==> src/rtl/coin_pkg.sv <==
`default_nettype none
// ============================================================================
// Module      : coin_pkg
// Description : Shared coin encoding, classifier states and coin decode helper.
// Revision    : 1.0  initial release
// ============================================================================
package coin_pkg;

    localparam int c_coin_w = 2;

    typedef enum logic [1:0] {
        COIN_NONE    = 2'd0,
        COIN_NICKLE  = 2'd1,
        COIN_DIME    = 2'd2,
        COIN_QUARTER = 2'd3
    } coin_e;

    typedef enum logic [1:0] {
        IDLE  = 2'd0,
        CHECK = 2'd1,
        HOLD  = 2'd2
    } cls_state_e;

    // Returns {quarter, dime, nickle}; COIN_NONE decodes to no pulse.
    function automatic logic [2:0] coin_to_onehot(input coin_e coin);
        logic [2:0] oh;
        case (coin)
            COIN_NICKLE:  oh = 3'b001;
            COIN_DIME:    oh = 3'b010;
            COIN_QUARTER: oh = 3'b100;
            default:      oh = 3'b000;
        endcase
        return oh;
    endfunction

endpackage
`default_nettype wire

==> src/rtl/coin_fifo.sv <==
`default_nettype none
// ============================================================================
// Module      : coin_fifo
// Description : Synchronous FIFO with wrap-bit pointers; power-of-two DEPTH.
// Revision    : 1.0  initial release
// ============================================================================
module coin_fifo #(
    parameter int DEPTH = 4,
    parameter int WIDTH = 2
) (
    input  logic             clk,
    input  logic             rst_n,
    input  logic             push,
    input  logic [WIDTH-1:0] din,
    input  logic             pop,
    output logic             full,
    output logic             empty,
    output logic [WIDTH-1:0] dout
);

    localparam int c_aw = $clog2(DEPTH);

    logic [WIDTH-1:0] r_mem [DEPTH];
    logic [c_aw:0]    r_wr_ptr;
    logic [c_aw:0]    r_rd_ptr;
    logic             w_push;
    logic             w_pop;

    assign empty  = (r_wr_ptr == r_rd_ptr);
    assign full   = (r_wr_ptr[c_aw] != r_rd_ptr[c_aw]) &&
                    (r_wr_ptr[c_aw-1:0] == r_rd_ptr[c_aw-1:0]);
    assign w_push = push && !full;
    assign w_pop  = pop && !empty;
    assign dout   = r_mem[r_rd_ptr[c_aw-1:0]];

    always_ff @(posedge clk or negedge rst_n) begin
        if (!rst_n) begin
            r_wr_ptr <= '0;
            r_rd_ptr <= '0;
            for (int i = 0; i < DEPTH; i++) begin
                r_mem[i] <= '0;
            end
        end else begin
            if (w_push) begin
                r_mem[r_wr_ptr[c_aw-1:0]] <= din;
                r_wr_ptr                  <= r_wr_ptr + (c_aw+1)'(1);
            end
            if (w_pop) begin
                r_rd_ptr <= r_rd_ptr + (c_aw+1)'(1);
            end
        end
    end

endmodule
`default_nettype wire

==> src/rtl/coin_acceptor.sv <==
`default_nettype none
// ============================================================================
// Module      : coin_acceptor
// Description : Synchronises, debounces and classifies raw coin sensors, buffers
//               accepted coins and emits one-cycle one-hot coin pulses.
// Revision    : 1.0  initial release
// ============================================================================
module coin_acceptor
    import coin_pkg::*;
#(
    parameter int SYNC_STAGES     = 2,
    parameter int DEBOUNCE_CYCLES = 4,
    parameter int FIFO_DEPTH      = 4,
    parameter int COUNT_W         = 8
) (
    input  logic               clk,
    input  logic               rst_n,
    input  logic               raw_nickle,
    input  logic               raw_dime,
    input  logic               raw_quarter,
    input  logic               accept_en,
    output logic               nickle,
    output logic               dime,
    output logic               quarter,
    output logic               reject,
    output logic               fifo_full,
    output logic [COUNT_W-1:0] coin_count
);

    localparam int c_dbw = (DEBOUNCE_CYCLES > 1) ? $clog2(DEBOUNCE_CYCLES) : 1;
    localparam logic [c_dbw-1:0] c_db_last = c_dbw'(DEBOUNCE_CYCLES - 1);

    // Reset asserts immediately but releases on a clock edge.
    logic [1:0] r_rst_sync;
    logic       w_rst_n;

    always_ff @(posedge clk or negedge rst_n) begin
        if (!rst_n) begin
            r_rst_sync <= 2'b00;
        end else begin
            r_rst_sync <= {r_rst_sync[0], 1'b1};
        end
    end

    assign w_rst_n = r_rst_sync[1];

    logic [2:0] w_raw;
    logic [2:0] w_synced;
    logic [2:0] w_filt;

    assign w_raw = {raw_quarter, raw_dime, raw_nickle};

    for (genvar i = 0; i < 3; i++) begin : g_line
        logic [SYNC_STAGES-1:0] r_sync;
        logic [c_dbw-1:0]       r_cnt;
        logic                   r_filt;

        always_ff @(posedge clk or negedge w_rst_n) begin
            if (!w_rst_n) begin
                r_sync <= '0;
            end else begin
                r_sync <= {r_sync[SYNC_STAGES-2:0], w_raw[i]};
            end
        end

        assign w_synced[i] = r_sync[SYNC_STAGES-1];

        // Filtered level only follows after DEBOUNCE_CYCLES consecutive disagreements.
        always_ff @(posedge clk or negedge w_rst_n) begin
            if (!w_rst_n) begin
                r_cnt  <= '0;
                r_filt <= 1'b0;
            end else if (w_synced[i] == r_filt) begin
                r_cnt <= '0;
            end else if (r_cnt == c_db_last) begin
                r_filt <= w_synced[i];
                r_cnt  <= '0;
            end else begin
                r_cnt <= r_cnt + c_dbw'(1);
            end
        end

        assign w_filt[i] = r_filt;
    end

    cls_state_e r_state;
    cls_state_e w_state_nxt;
    coin_e      w_coin;
    logic       w_push;
    logic       w_reject;
    logic       w_fifo_full;
    logic       w_fifo_empty;
    logic [c_coin_w-1:0] w_fifo_dout;

    always_ff @(posedge clk or negedge w_rst_n) begin
        if (!w_rst_n) begin
            r_state <= IDLE;
        end else begin
            r_state <= w_state_nxt;
        end
    end

    always_comb begin
        w_state_nxt = r_state;
        w_coin      = COIN_NONE;
        w_push      = 1'b0;
        w_reject    = 1'b0;
        case (r_state)
            IDLE: begin
                if (|w_filt) begin
                    w_state_nxt = CHECK;
                end
            end
            CHECK: begin
                case (w_filt)
                    3'b000:  w_coin = COIN_NONE;
                    3'b001:  w_coin = COIN_NICKLE;
                    3'b010:  w_coin = COIN_DIME;
                    3'b100:  w_coin = COIN_QUARTER;
                    default: w_reject = 1'b1;
                endcase
                if (w_filt == 3'b000) begin
                    w_state_nxt = IDLE;
                end else begin
                    w_state_nxt = HOLD;
                    if (w_coin != COIN_NONE) begin
                        if (w_fifo_full) begin
                            w_reject = 1'b1;
                        end else begin
                            w_push = 1'b1;
                        end
                    end
                end
            end
            HOLD: begin
                if (w_filt == 3'b000) begin
                    w_state_nxt = IDLE;
                end
            end
            default: w_state_nxt = IDLE;
        endcase
    end

    logic [2:0]         r_onehot;
    logic               r_reject;
    logic [COUNT_W-1:0] r_count;
    logic               w_pop;

    // A pulse this cycle blocks the pop, forcing an idle cycle between coins.
    assign w_pop = accept_en && !w_fifo_empty && (r_onehot == 3'b000);

    coin_fifo #(
        .DEPTH (FIFO_DEPTH),
        .WIDTH (c_coin_w)
    ) u_fifo (
        .clk   (clk),
        .rst_n (w_rst_n),
        .push  (w_push),
        .din   (w_coin),
        .pop   (w_pop),
        .full  (w_fifo_full),
        .empty (w_fifo_empty),
        .dout  (w_fifo_dout)
    );

    always_ff @(posedge clk or negedge w_rst_n) begin
        if (!w_rst_n) begin
            r_onehot <= 3'b000;
            r_reject <= 1'b0;
            r_count  <= '0;
        end else begin
            r_reject <= w_reject;
            r_onehot <= w_pop ? coin_to_onehot(coin_e'(w_fifo_dout)) : 3'b000;
            if (w_pop && (r_count != {COUNT_W{1'b1}})) begin
                r_count <= r_count + COUNT_W'(1);
            end
        end
    end

    assign {quarter, dime, nickle} = r_onehot;
    assign reject                  = r_reject;
    assign fifo_full               = w_fifo_full;
    assign coin_count              = r_count;

endmodule
`default_nettype wire

==> config.mk <==
export PLATFORM = sky130hd
export DESIGN_NAME = coin_acceptor
export DESIGN_NICKNAME = d
export VERILOG_FILES = /design/src/rtl/coin_pkg.sv /design/src/rtl/coin_fifo.sv /design/src/rtl/coin_acceptor.sv
export SDC_FILE = /design/constraint.sdc
export NUM_CORES = 1
export LEC_CHECK = 0
export BUFFER_PORTS_ARGS = -buffer_cell sky130_fd_sc_hd__buf_2
export CAP_MARGIN = 20
export CORE_ASPECT_RATIO = 1.5
export CORE_MARGIN = 3
export CORE_UTILIZATION = 58
export DETAILED_ROUTE_END_ITERATION = 10
export HOLD_SLACK_MARGIN = 0.03
export PLACE_DENSITY = 0.86
export SLEW_MARGIN = 5
export SYNTH_ARGS = -nofsm -noshare
export SYNTH_HDL_FRONTEND = slang
export SYNTH_SLANG_ARGS = --single-unit
==> constraint.sdc <==
create_clock -name clk -period 1.7 [get_ports clk]
set_clock_uncertainty 0.1 [all_clocks]
set_input_delay 0.425 -clock clk [delete_from_list [all_inputs] [get_ports clk]]
set_output_delay 0.425 -clock clk [all_outputs]
set_load 0.02 [all_outputs]
Word-level counts from Yosys, hierarchy flattened:

Cells that the tools add are included.

* register bits after elaboration: 45
* logic and storage cells: 103
* output and inout bits: 13
* bits of input ports: 6

* reductions and logical operators: 19
* bitwise logic cells: 5
* muxes and demuxes: 30
* order comparisons: 3
* eq/ne operators: 20
* add/sub/neg operators: 6

Operators with widths (count)
* 2-bit 2-to-1 mux: 14
* 2-bit equality test, second input constant: 6
* 2-bit case mux with 3 select lines: 2
* 1-bit 2-to-1 mux: 9
* 3-bit case mux with 3 select lines: 1
* 8-bit by 1-bit adder with 8-bit output, second input constant: 1
* 8-bit bitwise mux: 1
* 8-bit inequality test, second input constant: 1
* 2-bit AND reduction: 4
* 1-bit logical AND: 7
* 2-bit by 1-bit adder with 2-bit output, second input constant: 3
* 3-bit by 1-bit adder with 3-bit output, second input constant: 2
* 3-bit >= comparator, second input constant: 2
* 3-bit zero test: 2
* 2-bit inverter with 3-bit output: 2
* 2-bit binary-select mux with 2-bit select: 1
* 2-bit demux with 2-bit select: 1
* 2-bit by 1-bit equality test with 1-bit output, second input constant: 2
* 2-bit inequality test, second input constant: 2
* 4-bit OR reduction: 1
* 1-bit equality test: 3
* 3-bit by 1-bit equality test with 1-bit output, second input constant: 1
* 3-bit by 2-bit equality test with 1-bit output, second input constant: 1
* 3-bit equality test: 1
* other kinds (10): 13

Depth between registers and ports, before layout:

* depth in word-level cells: 8
* depth in mapped cells: 5
* depth with buffers taken out: 5

Modules after synthesis:

A second synthesis with hierarchy kept.

* cells, all modules: 171
* area total of the unflattened synthesis: 2080.7 um^2

By module, submodules not included
* coin_acceptor: seq. area each 775.7 um^2, area each 1283.7 um^2, instances 1, cells an instance 106
* coin_fifo: seq. area each 350.3 um^2, area each 797.0 um^2, instances 1, cells an instance 65

Worst setup path before layout:

Ideal clock, no wire load.

* kind: register to register
* from: register u_fifo.r_rd_ptr[1]
* to: register u_fifo.r_mem[0] (netlist name)
* setup slack: 0.017 ns
* path buffers: 1
* arrival time: 1.457 ns
* data required time: 1.475 ns
* clock period less this slack: 1.683 ns
* library setup time: 0.125 ns
* cell stages (with the launch flop): 6
* cells stage by stage: dfrtp_1 > xor2_1 > o311a_1 > buf_6 > nand3_2 > mux2_4

* longest elaborated chain between the ends: 7
* elaborated cells on any way between the ends: 8
* those cells by class: 1 x eq/ne; 4 x mux; 3 x reduce/logical

RTL lines
* start, declared: line coin_fifo.sv:25 `logic [c_aw:0] r_rd_ptr;`
* start signal, assigned: line coin_fifo.sv:49 `r_rd_ptr <= r_rd_ptr + (c_aw+1)'(1);`
* 2-bit equality test *: line coin_fifo.sv:31 `(r_wr_ptr[c_aw-1:0] == r_rd_ptr[c_aw-1:0]);`
* 1-bit logical AND *: line coin_fifo.sv:30 `assign full = (r_wr_ptr[c_aw] != r_rd_ptr[c_aw]) &&`
* 1-bit 2-to-1 mux: line coin_acceptor.sv:127 `if (w_fifo_full) begin`
* 1-bit 2-to-1 mux: line coin_acceptor.sv:126 `if (w_coin != COIN_NONE) begin`
* 1-bit 2-to-1 mux: line coin_acceptor.sv:122 `if (w_filt == 3'b000) begin`
* 1-bit 2-to-1 mux: line coin_acceptor.sv:108 `case (r_state)`
* 1-bit logical AND *: line coin_fifo.sv:32 `assign w_push = push && !full;`
* end signal, assigned by index: line coin_fifo.sv:45 `r_mem[r_wr_ptr[c_aw-1:0]] <= din;`
* end, declared: line coin_fifo.sv:23 `logic [WIDTH-1:0] r_mem [DEPTH];`

Mark *: on every way between the ends. The rest lies on a longest branch, timed or not.
A chain may end at the register's enable or synchronous reset.

Final worst setup path:

* from: register u_fifo.r_wr_ptr[1]
* to: output port fifo_full

* longest elaborated chain between the ends: 2

RTL lines
* start, declared: line coin_fifo.sv:24 `logic [c_aw:0] r_wr_ptr;`
* start signal, assigned: line coin_fifo.sv:46 `r_wr_ptr <= r_wr_ptr + (c_aw+1)'(1);`
* 2-bit equality test: line coin_fifo.sv:31
* 1-bit logical AND: line coin_fifo.sv:30
* end, declared: line coin_acceptor.sv:26 `output logic fifo_full,`

No other way between the ends.

==> metrics <==
WL/cell=16.00 microns; crit start category=register; required time of the critical path=1170 ps; initial antenna violation count=0; cell leakage power=1.165 nW; Max-slew headroom=64.10%; most common cell after layout, fill and taps aside=dfrtp_1; failing checks=negative setup slack; via/cell ratio=5.704; fin util=76.27%; Worst Path Max Fanout=3; post-route antenna net violation count=0; largest net degree at the start of global routing=44; gr ovfl total=0; Mapped Area=0.002022 sq mm; Async S/R FF share, synth=100.0%; Total GRT Usage=21.59%; Hold Slack=122.7 ps; pre-CTS setup slack=-75.43 ps; total CTS buffers=5; Max stage delay on crit path=420 ps; Area contributors post-synth=dfrtp_1 (56%), xnor2_1 (6.1%), ha_1 (5.6%); final hold viol count=0; Core Area=0.003253 sq mm; Initial DRC Count=32; Worst-Margin Slew=538.5 ps; share of the synthesized area in the top cell type=55.69%; fmax=510.9 MHz; Worst Slack Setup Final=-257.5 ps; WS Path Type=reg2out; Antenna Cells=0; drt drc=0; max_cap viols=0; Slowest cell on crit path=dfrtp_1; Post-Syn Nets=172; most frequent cells in the layout=dfrtp_1 (45), buf_4 (22), buf_2 (17), xnor2_1 (14), ha_1 (9); clk sinks=45; maximum VDD drop=0.001332 V; Clk Tree Root Cell=clkbuf_8; RePlAce Congestion=0.7707; Post-DP HPWL=2.802 mm; num rows=25; Die H=78.31 microns; IO Port Bufs=18; worst min path class=in2reg; DRT Pass-1 Iters=4; Synth Register Bits=45; Worst setup EP type=output pin; sequential fraction of the synthesis area=55.69%; initial core utilization=62.15%; ys flop type=dfrtp_1; Critical Path AT=1430 ps; FF-to-FF setup slack=-70 ps; Final #Nets=217; drt total wl=3.888 mm; Clock Latency Late Sink=310 ps; Die ar.=0.004245 sq mm; area post-placement=0.002281 sq mm; final instance area=0.002481 sq mm; family with the most delay on the worst path=flip-flops; worst path cell trace=xor2_1, buf_4, nor3_4, buf_6; CTS Buffer Depth=2; Tcrit/Tclk final=115.1%; status=complete, but fails checks; Post-synth EDFFs=0; Non-Filler Instances=243; Pwr per Cell Area=1932 mW/mm^2; Placed Cells=230; FILL cells=217; Reg clk slew, reported paths=80 ps; post-layout min period=1957 ps; max-slew violation count=0; Area Growth Syn to Fin=22.71%; layout cell share with drive strength beyond 1=33.99%; H-tree lvl count=2; Yosys cell types=39; Die X=54.21 microns; first-pass GRT wire length=6.479 mm; Synth Warn #=0; I/O pins=19; TritonCTS clock tree=yes; vias in the first global route=1465; Avg Cell Area, Syn=12.88 sq um; routed via count=1386; RSZ-0062 raised after global routing=yes; Post-Synthesis Cells=157; Final setup viols=11; largest area contributor in the netlist=dfrtp_1; Buf+Inv Stages, Crit Path=2
flip-flops by register name, indices dropped and copies added (netlist names):
| register | flops |
|---|---|
| r_rst_sync | 2 |
| u_fifo.r_rd_ptr | 3 |
| g_line.r_sync | 6 |
| g_line.r_cnt | 6 |
| g_line.r_filt | 3 |
| reject | 1 |
| u_fifo.r_wr_ptr | 3 |
| u_fifo.r_mem | 8 |
| coin_count | 8 |
| r_state | 2 |
| r_onehot | 3 |
worst paths after layout:
check                              startpoint                   to  cells past startpoint
setup / recovery           u_fifo.r_wr_ptr[1]            fifo_full                      4
max in group asynchronous       r_rst_sync[1]     g_line[1].r_filt                      1
setup reg to reg           u_fifo.r_wr_ptr[1]      u_fifo.r_mem[6]                      4
hold / removal                       raw_dime  g_line[1].r_sync[0]                      1
hold reg to reg                 r_rst_sync[1]      u_fifo.r_mem[2]                      1
min in group asynchronous       r_rst_sync[1]      u_fifo.r_mem[2]                      1
layer usage:
metal | track usage (%) | share of wire, % | routed length, microns | vias up
met3 | 5.313 | 4.2 | 162 | 8
met5 | 0 | 0 | 0 | -
met1 | 22.71 | 38 | 1472 | 699
met4 | 10.97 | 2.0 | 79 | 0
li1 | - | - | - | 639
met2 | 37.65 | 56 | 2174 | 40
worst reg2reg max path, cell delays in order, from the launching register on:
cell and delay, ps:
dfrtp_1 420, xor2_1 280, o311a_1 400, nand3_2 110, mux2_1 340
synth_stat cells (5+ instances only):
cell	number
nor3_1	6
mux2_1	7
nand4_1	5
dfrtp_1	45
xnor2_1	14
nand2_1	8
ha_1	9
metrics by stage:
stage                     TNS [ps]  total power [W]
after floorplan                  0         0.003014
after global placement      -5.216         0.003590
after detailed placement    -427.6         0.003756
after CTS                   -671.8         0.004711
after global routing         -1537         0.005106
final                       -619.2         0.004793
logic make-up (layout without fill, tap and decap cells):
kind of cell	count (synthesis)	count (layout)	share of synthesized area, %
flops	45	45	55.69
simple gates	44	44	13.49
xor+xnor	19	19	8.602
compound gates	18	18	5.631
mux	13	13	8.725
fa+ha+maj	9	9	5.569
buf+inv	8	54	2.104
other cells	1	1	0.1855
area by class of cell:
class	instances	area [sq um]	area share (%)
Multi-Input combinational cell	104	884.6	35.65
Inverter	3	11.26	0.4539
Clock buffer	5	68.82	2.774
Tap cell	40	50.05	2.017
Sequential cell	45	1126	45.39
Clock inverter	3	46.29	1.866
Timing Repair Buffer	43	294.0	11.85
timing repair:
item / in CTS / in global routing
setup endpoints to repair: 12 / 16
buffers inserted: 2 / 2
gates resized for setup: 5 / 6
endpoints found under the hold margin: 2 / 0
pin swaps: 2 / 0
hold buffers: 1 / 0
power by group:
part | switching, W | leakage, nW | total (W) | internal, W
logic | 0.00117 | 0.561 | 0.00227 | 0.00111
registers | 0.000292 | 0.549 | 0.00170 | 0.00141
clock network | 0.000380 | 0.0543 | 0.000820 | 0.000440
total | 0.00184 | 1.16 | 0.00479 | 0.00296
Power figures use the tool's default switching activity.
